$ cat config.mk
export PLATFORM = sky130hd
export DESIGN_NAME = rename_regfile
export DESIGN_NICKNAME = d
export VERILOG_FILES = /design/src/rtl/rename_regfile_pkg.sv /design/src/rtl/regfile_read_port.sv /design/src/rtl/rename_regfile.sv
export SDC_FILE = /design/constraint.sdc
export NUM_CORES = 2
export LEC_CHECK = 0
export BUFFER_PORTS_ARGS = -buffer_cell sky130_fd_sc_hd__buf_2
export CORE_MARGIN = 10
export CORE_UTILIZATION = 43
export CTS_CLUSTER_SIZE = 40
export DETAILED_ROUTE_END_ITERATION = 8
export SKIP_CTS_REPAIR_TIMING = 1
export SYNTH_ARGS = -nofsm -noshare
export SYNTH_HDL_FRONTEND = slang
export SYNTH_HIERARCHICAL = 1
export SYNTH_SLANG_ARGS = --single-unit
$ cat constraint.sdc
create_clock -name clk_in -period 7.2 [get_ports clk_in]
set_input_delay 1.08 -clock clk_in [delete_from_list [all_inputs] [get_ports clk_in]]
set_output_delay 1.08 -clock clk_in [all_outputs]
set_load 0.005 [all_outputs]
$ cat src/rtl/rename_regfile_pkg.sv
// Shared widths and types for the rename register file.
// Optional busy counter is enabled with macro REGFILE_BUSY_CNT_EN.
package rename_regfile_pkg;

  localparam int DEF_DATA_W  = 32;
  localparam int DEF_REG_NUM = 32;
  localparam int DEF_REG_W   = 5;
  localparam int DEF_ROB_W   = 4;

  typedef logic [DEF_DATA_W-1:0] data_t;
  typedef logic [DEF_REG_W-1:0]  reg_idx_t;
  typedef logic [DEF_ROB_W-1:0]  rob_tag_t;

endpackage

$ cat src/rtl/regfile_read_port.sv
// One rename read port: x0 handling plus same-cycle commit bypass.
module regfile_read_port
  import rename_regfile_pkg::*;
#(
  parameter int DATA_W       = DEF_DATA_W,
  parameter int REG_W        = DEF_REG_W,
  parameter int ROB_W        = DEF_ROB_W,
  parameter int COMMIT_PORTS = 2
) (
  input  logic                           rdy_in,
  input  logic [REG_W-1:0]               idx,
  input  logic [DATA_W-1:0]              st_val,
  input  logic                           st_busy,
  input  logic [ROB_W-1:0]               st_tag,
  input  logic [COMMIT_PORTS-1:0]        cm_valid,
  input  logic [COMMIT_PORTS*REG_W-1:0]  cm_rd,
  input  logic [COMMIT_PORTS*ROB_W-1:0]  cm_tag,
  input  logic [COMMIT_PORTS*DATA_W-1:0] cm_val,
  output logic [DATA_W-1:0]              val,
  output logic                           busy,
  output logic [ROB_W-1:0]               tag
);

  always_comb begin
    // NOTE: combinational blocks use blocking '=' and assign every output first, so no latch is inferred.
    val  = st_val;
    busy = st_busy;
    tag  = st_busy ? st_tag : '0;
    // Ascending scan: the youngest matching commit port is applied last and wins.
    for (int k = 0; k < COMMIT_PORTS; k++) begin
      if (rdy_in && cm_valid[k] && st_busy &&
          cm_tag[k*ROB_W +: ROB_W] == st_tag &&
          cm_rd[k*REG_W +: REG_W] == idx) begin
        val  = cm_val[k*DATA_W +: DATA_W];
        busy = 1'b0;
        tag  = '0;
      end
    end
    if (idx == '0) begin
      val  = '0;
      busy = 1'b0;
      tag  = '0;
    end
  end

endmodule

$ cat src/rtl/rename_regfile.sv
// Architectural register file with per-register busy bit and ROB tag.
// Define REGFILE_BUSY_CNT_EN to get a registered popcount of busy bits on busy_cnt.
module rename_regfile
  import rename_regfile_pkg::*;
#(
  parameter int DATA_W       = DEF_DATA_W,
  parameter int REG_NUM      = DEF_REG_NUM,
  parameter int REG_W        = DEF_REG_W,
  parameter int ROB_W        = DEF_ROB_W,
  parameter int READ_PORTS   = 2,
  parameter int COMMIT_PORTS = 2
) (
  input  logic                           clk_in,
  input  logic                           rst_in,
  input  logic                           rdy_in,
  input  logic                           issue_valid,
  input  logic [REG_W-1:0]               issue_rd,
  input  logic [ROB_W-1:0]               issue_tag,
  input  logic [READ_PORTS*REG_W-1:0]    rd_idx,
  output logic [READ_PORTS*DATA_W-1:0]   rd_val,
  output logic [READ_PORTS-1:0]          rd_busy,
  output logic [READ_PORTS*ROB_W-1:0]    rd_tag,
  input  logic [COMMIT_PORTS-1:0]        cm_valid,
  input  logic [COMMIT_PORTS*REG_W-1:0]  cm_rd,
  input  logic [COMMIT_PORTS*ROB_W-1:0]  cm_tag,
  input  logic [COMMIT_PORTS*DATA_W-1:0] cm_val,
  input  logic                           flush,
  output logic [REG_W:0]                 busy_cnt
);

  logic [DATA_W-1:0]  val_q   [REG_NUM];
  logic [ROB_W-1:0]   tag_q   [REG_NUM];
  logic [ROB_W-1:0]   tag_nxt [REG_NUM];
  logic [REG_NUM-1:0] busy_q, busy_nxt;

  logic [REG_W-1:0]  cm_rd_a  [COMMIT_PORTS];
  logic [ROB_W-1:0]  cm_tag_a [COMMIT_PORTS];
  logic [DATA_W-1:0] cm_val_a [COMMIT_PORTS];

  for (genvar k = 0; k < COMMIT_PORTS; k++) begin : g_cm
    assign cm_rd_a[k]  = cm_rd[k*REG_W +: REG_W];
    assign cm_tag_a[k] = cm_tag[k*ROB_W +: ROB_W];
    assign cm_val_a[k] = cm_val[k*DATA_W +: DATA_W];
  end

  // Rename state next-value: commit clears, then issue sets, then flush wipes all.
  always_comb begin
    busy_nxt = busy_q;
    tag_nxt  = tag_q;
    for (int k = 0; k < COMMIT_PORTS; k++) begin
      if (cm_valid[k] && cm_rd_a[k] != '0 &&
          busy_q[cm_rd_a[k]] && tag_q[cm_rd_a[k]] == cm_tag_a[k])
        busy_nxt[cm_rd_a[k]] = 1'b0;
    end
    if (issue_valid && issue_rd != '0) begin
      busy_nxt[issue_rd] = 1'b1;
      tag_nxt[issue_rd]  = issue_tag;
    end
    if (flush) begin
      busy_nxt = '0;
      for (int i = 0; i < REG_NUM; i++) tag_nxt[i] = '0;
    end
  end

  always_ff @(posedge clk_in or negedge rst_in) begin
    if (!rst_in) begin
      // NOTE: the value array is reset deliberately; reads of never-written registers must return 0, so it cannot map to a reset-less RAM.
      for (int i = 0; i < REG_NUM; i++) begin
        val_q[i] <= '0;
        tag_q[i] <= '0;
      end
      busy_q <= '0;
    end else if (rdy_in) begin
      // NOTE: non-blocking writes; with several ports on one register the last (youngest) assignment takes effect.
      for (int k = 0; k < COMMIT_PORTS; k++) begin
        if (cm_valid[k] && cm_rd_a[k] != '0) val_q[cm_rd_a[k]] <= cm_val_a[k];
      end
      busy_q <= busy_nxt;
      tag_q  <= tag_nxt;
    end
  end

  for (genvar p = 0; p < READ_PORTS; p++) begin : g_rd
    logic [REG_W-1:0] idx;
    assign idx = rd_idx[p*REG_W +: REG_W];

    regfile_read_port #(
      .DATA_W       (DATA_W),
      .REG_W        (REG_W),
      .ROB_W        (ROB_W),
      .COMMIT_PORTS (COMMIT_PORTS)
    ) u_port (
      .rdy_in   (rdy_in),
      .idx      (idx),
      .st_val   (val_q[idx]),
      .st_busy  (busy_q[idx]),
      .st_tag   (tag_q[idx]),
      .cm_valid (cm_valid),
      .cm_rd    (cm_rd),
      .cm_tag   (cm_tag),
      .cm_val   (cm_val),
      .val      (rd_val[p*DATA_W +: DATA_W]),
      .busy     (rd_busy[p]),
      .tag      (rd_tag[p*ROB_W +: ROB_W])
    );
  end

`ifdef REGFILE_BUSY_CNT_EN
  logic [REG_W:0] busy_cnt_q;

  always_ff @(posedge clk_in or negedge rst_in) begin
    if (!rst_in)     busy_cnt_q <= '0;
    else if (rdy_in) busy_cnt_q <= (REG_W+1)'($countones(busy_nxt));
  end

  assign busy_cnt = busy_cnt_q;
`else
  assign busy_cnt = '0;
`endif

endmodule

# Word-level counts from Yosys, hierarchy flattened
# Cells that the tools add are included.
dict set report totals {
  register_bits 1184
  in_bits 108
  out_inout_bits 80
}
dict set report op_classes {
  n_reduce_logical 34
  n_mux 70
  bitwise 10
  n_eq_ne 10
  n_lt_le_gt_ge 16
}
# operator count
set ops {}
lappend ops {{$mux 1024} 3}
lappend ops {{$bwmux 1024} 2}
lappend ops {{$mux 32} 16}
lappend ops {{$bmux 32 s5} 2}
lappend ops {{$demux 32 s5} 2}
lappend ops {{$mux 128} 2}
lappend ops {{$bwmux 128} 1}
lappend ops {{$bmux 4 s5} 4}
lappend ops {{$mux 4} 17}
lappend ops {{$and 32x32->32} 2}
lappend ops {{$not 32->32} 2}
lappend ops {{$or 32x32->32} 1}
lappend ops {{$ge 6x6->1 const B} 5}
lappend ops {{$lt 5x6->1 const B} 5}
lappend ops {{$not 5->6} 5}
lappend ops {{$logic_and 1x1->1} 27}
lappend ops {{$eq 4x4->1} 6}
lappend ops {{$bmux 1 s5} 4}
lappend ops {{$demux 4 s5} 1}
lappend ops {{$eq 5x5->1} 4}
lappend ops {{$lt 6x1->1 const B} 3}
lappend ops {{$demux 1 s5} 3}
lappend ops {{$ge 5x1->1 const B} 3}
lappend ops {{$reduce_bool 5->1} 3}
lappend ops {{4 further kinds} 17}

# Depth between registers and ports, before layout
dict set report depth {
  depth_word 12
  mapped_depth 13
  ltp_nobuf 8
}

# By module
# Netlist, hierarchy kept.
# module area_per_inst_um2 seq_area_each_um2 n_inst cells_each
set modules_own_cells {}
lappend modules_own_cells {rename_regfile 73395.4 29628.4 1 6904}
lappend modules_own_cells {regfile_read_port 1021.0 0.0 2 144}

# Worst setup path after synthesis
# Ideal clock, no wire load.
dict set report synth_timing {
  path_type {input port to output port}
  start {input port rd_idx[0]}
  end {output port rd_val[10]}
  setup_slack_ns 1.201
  required_ns 6.120
  stages 13
  arrival_ns 4.919
  n_path_buf 5
  cell_sequence {clkbuf_1 > clkbuf_1 > buf_1 > mux4_2 > mux4_2 > mux2_2 > xnor2_1 > nand4_1 > or4_1 > buf_6 > buf_12 > mux2i_1 > a21oi_1}
}
dict set report synth_via {
  elab_chain_cells 10
}
# item line
set synth_rtl {}
lappend synth_rtl {{start: declaration} rename_regfile.sv:19} ;# input logic [READ_PORTS*REG_W-1:0] rd_idx,
lappend synth_rtl {{$not 5->6 (not written as such)} {rename_regfile.sv:95, rename_regfile.sv:97}}
lappend synth_rtl {{$bmux 4 s5} rename_regfile.sv:97} ;# .st_tag (tag_q[idx]),
lappend synth_rtl {{$mux 4 (not written as such) (2 in a row)} rename_regfile.sv:97}
lappend synth_rtl {{$eq 4x4->1} regfile_read_port.sv:32} ;# cm_tag[k*ROB_W +: ROB_W] == st_tag &&
lappend synth_rtl {{$logic_and 1x1->1} regfile_read_port.sv:31} ;# if (rdy_in && cm_valid[k] && st_busy &&
lappend synth_rtl {{$logic_and 1x1->1} regfile_read_port.sv:32}
lappend synth_rtl {{$mux 32 (2 in a row)} regfile_read_port.sv:31}
lappend synth_rtl {{$mux 32 *} regfile_read_port.sv:39} ;# if (idx == '0) begin
lappend synth_rtl {{end: declaration} rename_regfile.sv:20} ;# output logic [READ_PORTS*DATA_W-1:0] rd_val,
# Every way passes the cells marked *; elsewhere a longest branch is shown, timed or not. The select of a mux whose other input is x is not followed.

# Worst setup path after layout
dict set report layout_timing {
  start {input port rd_idx[5]}
  end {output port rd_tag[7]}
}
dict set report layout_via {
  elab_chain_cells 10
}
# item line
set layout_rtl {}
lappend layout_rtl {{$not 5->6 (not written as such)} rename_regfile.sv:97}
lappend layout_rtl {{$bmux 4 s5} rename_regfile.sv:97}
lappend layout_rtl {{$mux 4 (not written as such) (2 in a row)} rename_regfile.sv:97}
lappend layout_rtl {{$eq 4x4->1} regfile_read_port.sv:32}
lappend layout_rtl {{$logic_and 1x1->1} regfile_read_port.sv:31}
lappend layout_rtl {{$logic_and 1x1->1} regfile_read_port.sv:32}
lappend layout_rtl {{$mux 4 (2 in a row)} regfile_read_port.sv:31}
lappend layout_rtl {{$mux 4 *} regfile_read_port.sv:39}
lappend layout_rtl {{end: declaration} rename_regfile.sv:22} ;# output logic [READ_PORTS*ROB_W-1:0] rd_tag,
# Marked as above.

==> impl_metrics.ini <==
[run_status]
status = finished, violations left
violations = max-capacitance violations

[final_layout]
drive_gt1_share_pct = 22.0
final_area_um2 = 81900
area_growth_pct = 8.63
fill_cells = 16063
nNetsFinal = 6820

[power]
switching_share_pct = 33.0
cellLeakagePower_nw = 32.3
clock_power_share_pct = 30.8
intPower_mw = 15.7
peakVddDrop_mv = 0.230
combPwrFrac_pct = 27.0
seqPwrFrac_pct = 42.1
p_total_mw = 23.5
switching_power_mw = 7.76
powerDensity_nw_per_um2 = 287

[sta]
period_needed_ns = 6.32
fin_tns_setup_ns = 0
maxSlewHeadroom_pct = 0.140
finalCritPeriodShare_pct = 87.8
drv_slew = 0
rsz0062_at_grt = false
holdWs_ns = 0.281
max_freq_mhz = 158
hold_viol_final = 0
fin_skew_ns = 0.0272
setup_viol = 0
tightestPinTransition_ns = 1.49

[clock_tree]
insertion_delay_ns = 0.81
cts_tree = done
cts_sinks = 1184
htreeDepth = 4
cts_root_buffer = clkbuf_16
numCtsBuffers = 133
path_clk_slew_ns = 0.06
cts.path.max_buffers = 3

[route]
drc = 0
wl_per_cell_um = 38.5
drtIter0Drc = 12840
final_antenna_net_count = 0
vias = 71078
wirelength_um = 353000
vias_per_cell = 7.76
drtPass1Iterations = 7

[critical_path]
endpoint_kind = output pin
slowest_delay_ns = 0.66
crit_type = input pin to output pin
cp_cell_sequence = buf_8 > mux4_2 > mux4_2 > mux2_2 > xnor2_1 > nand4_1 > or4_2 > buf_4 > and4_4 > and2_1 > buf_2
cp_common_cell = mux4_2
cp-start-kind = input pin
critPathBufInv = 3
arrival_ns = 5.24
worstPathRequired_ns = 6.12
crit_fanout = 48
path_delay_family = multiplexers
critPathSlowestCell = or4_2

[yosys]
synth_commonest_cells = 1184 x dfrtp_1, 1084 x a21oi_1, 1081 x nor2_1
ys_ff_latch = 1184
synth_warnings = 6
synth-main-ff-cell = dfrtp_1
avgSynthCellArea_um2 = 10.5
yosys.cell_count.top_type = dfrtp_1
synth-seq-area-share_pct = 39.3
ys_top_cells_by_area = dfrtp_1 39%, mux4_2 23%, o22ai_1 8.7%
synth_top_area_share_pct = 39.3
synth_area_um2 = 75400
async_flop_share_pct = 100
syn-instance-count = 7192
synth_largest_area_cell = dfrtp_1
synth_edf_count = 0
synth_cell_type_count = 67

[global_routing]
grt.overflow.total = 0
grt_first_pass_wirelength_um = 503000
grtUsageTotal_pct = 35.5
grt_pass1_vias = 68411
grt_max_degree = 201
grt_antenna_before_repair = 29

[floorplan]
core_um2 = 174000
start_util_pct = 43.3
fp.dieW_um = 439
die-area_um2 = 193000
ios = 188
fp-row-count = 153
die_y_um = 439

[place]
hpwlAfterDp_um = 196000
place.port_buffers = 181
place_congestion = 0.957
postPlaceCellArea_um2 = 77400

[job]
cap_violations = 3

[min_path]
hp-class = input pin to async pin
## flip-flops by register name (all words and copies together), names as in the netlist
| signal | flops |
|---|---|
| val_q | 1024 |
| tag_q | 128 |
| busy_q | 32 |
## cells in the final DEF (no fill, tap or decap), types with 9 or more instances in the layout
| master | count |
|---|---|
| diode_2 | 23 |
| a21oi_4 | 13 |
| mux2_2 | 75 |
| and4_1 | 11 |
| and2_1 | 20 |
| nor4_1 | 18 |
| nand2_1 | 28 |
| mux4_2 | 754 |
| a41o_1 | 22 |
| nand2_2 | 34 |
| inv_1 | 17 |
| nand3_1 | 27 |
| o2bb2ai_1 | 137 |
| nor2_4 | 16 |
| xnor2_1 | 32 |
| nor2b_1 | 38 |
| o22ai_1 | 1048 |
| a21oi_1 | 1071 |
| clkinvlp_4 | 9 |
| nand4_1 | 32 |
| buf_12 | 19 |
| buf_4 | 133 |
| mux2i_1 | 320 |
| clkbuf_8 | 25 |
| buf_2 | 166 |
| o21ai_0 | 73 |
| dfrtp_1 | 1184 |
| nand2_4 | 28 |
| or2_2 | 12 |
| clkbuf_16 | 138 |
| or4_1 | 27 |
| clkbuf_1 | 19 |
| nor2_1 | 1065 |
| bufinv_16 | 10 |
| clkinv_2 | 24 |
## power groups by stage
stage | registers [mW] | clock network [mW] | logic, mW
floorplan | 9.33 | 0 | 4.61
global placement | 9.80 | 0 | 6.02
detailed placement | 9.89 | 0 | 6.17
CTS | 9.79 | 7.22 | 6.19
global route | 10.0 | 7.50 | 6.76
finish | 9.90 | 7.25 | 6.36
## metal layers
metal / vias up / track usage [%] / wire length, um
li1: 26777 / - / -
met1: 35380 / 44.3 / 119000
met2: 7078 / 49.5 / 147000
met3: 1831 / 14.3 / 55600
met4: 12 / 25.7 / 31400
met5: - / 0 / 86
## stage by stage
step / worst slack (ns) / util [%] / std cells
2_1_floorplan: 1.20 / - / 7197
3_3_place_gp: 1.03 / 44.4 / 8902
3_5_place_dp: 1.01 / 44.4 / 8902
4_1_cts: 0.985 / 47.0 / 9139
5_1_grt: 0.810 / 47.0 / 9144
6_report: 0.878 / 47.0 / 9162
## worst paths after layout
path                            cells after the start                     from  slack (ns)                      end
worst max-delay path                               11                rd_idx[5]        0.88                rd_tag[7]
worst min-delay path                                1                   rst_in        0.28    tag_q[28]$_DFFE_PN0P_
worst max register to register                      7    tag_q[89]$_DFFE_PN0P_        3.63   busy_q[20]$_DFFE_PN0P_
worst min register to register                      0  val_q[1022]$_DFFE_PN0P_        0.39  val_q[1022]$_DFFE_PN0P_
max in group asynchronous                           2                   rst_in        5.37    val_q[71]$_DFFE_PN0P_
min in group clk_in                                 0  val_q[1022]$_DFFE_PN0P_        0.39  val_q[1022]$_DFFE_PN0P_
## logic make-up after synthesis
kind of cell | share of synthesized area (%)
AOI/OAI and AO/OA | 18.8
and+or+nand+nor | 8.33
DFF | 39.3
other | 0.00497
buffers and inverters | 5.27
xor gates and xnor gates | 0.430
muxes | 27.9
## area by class of cell
type	instances	area, um2	share of cell area (%)
diodes	23	57.6	0.0702
clock buffers	182	3870	4.72
clock inverters	55	629	0.768
inverters	18	72.6	0.0886
multi-input cells	5048	42500	51.8
flip-flops and latches	1184	29600	36.2
well taps	2325	2910	3.55
repair buffers	327	2330	2.84
(Power assumes the default switching activity.)
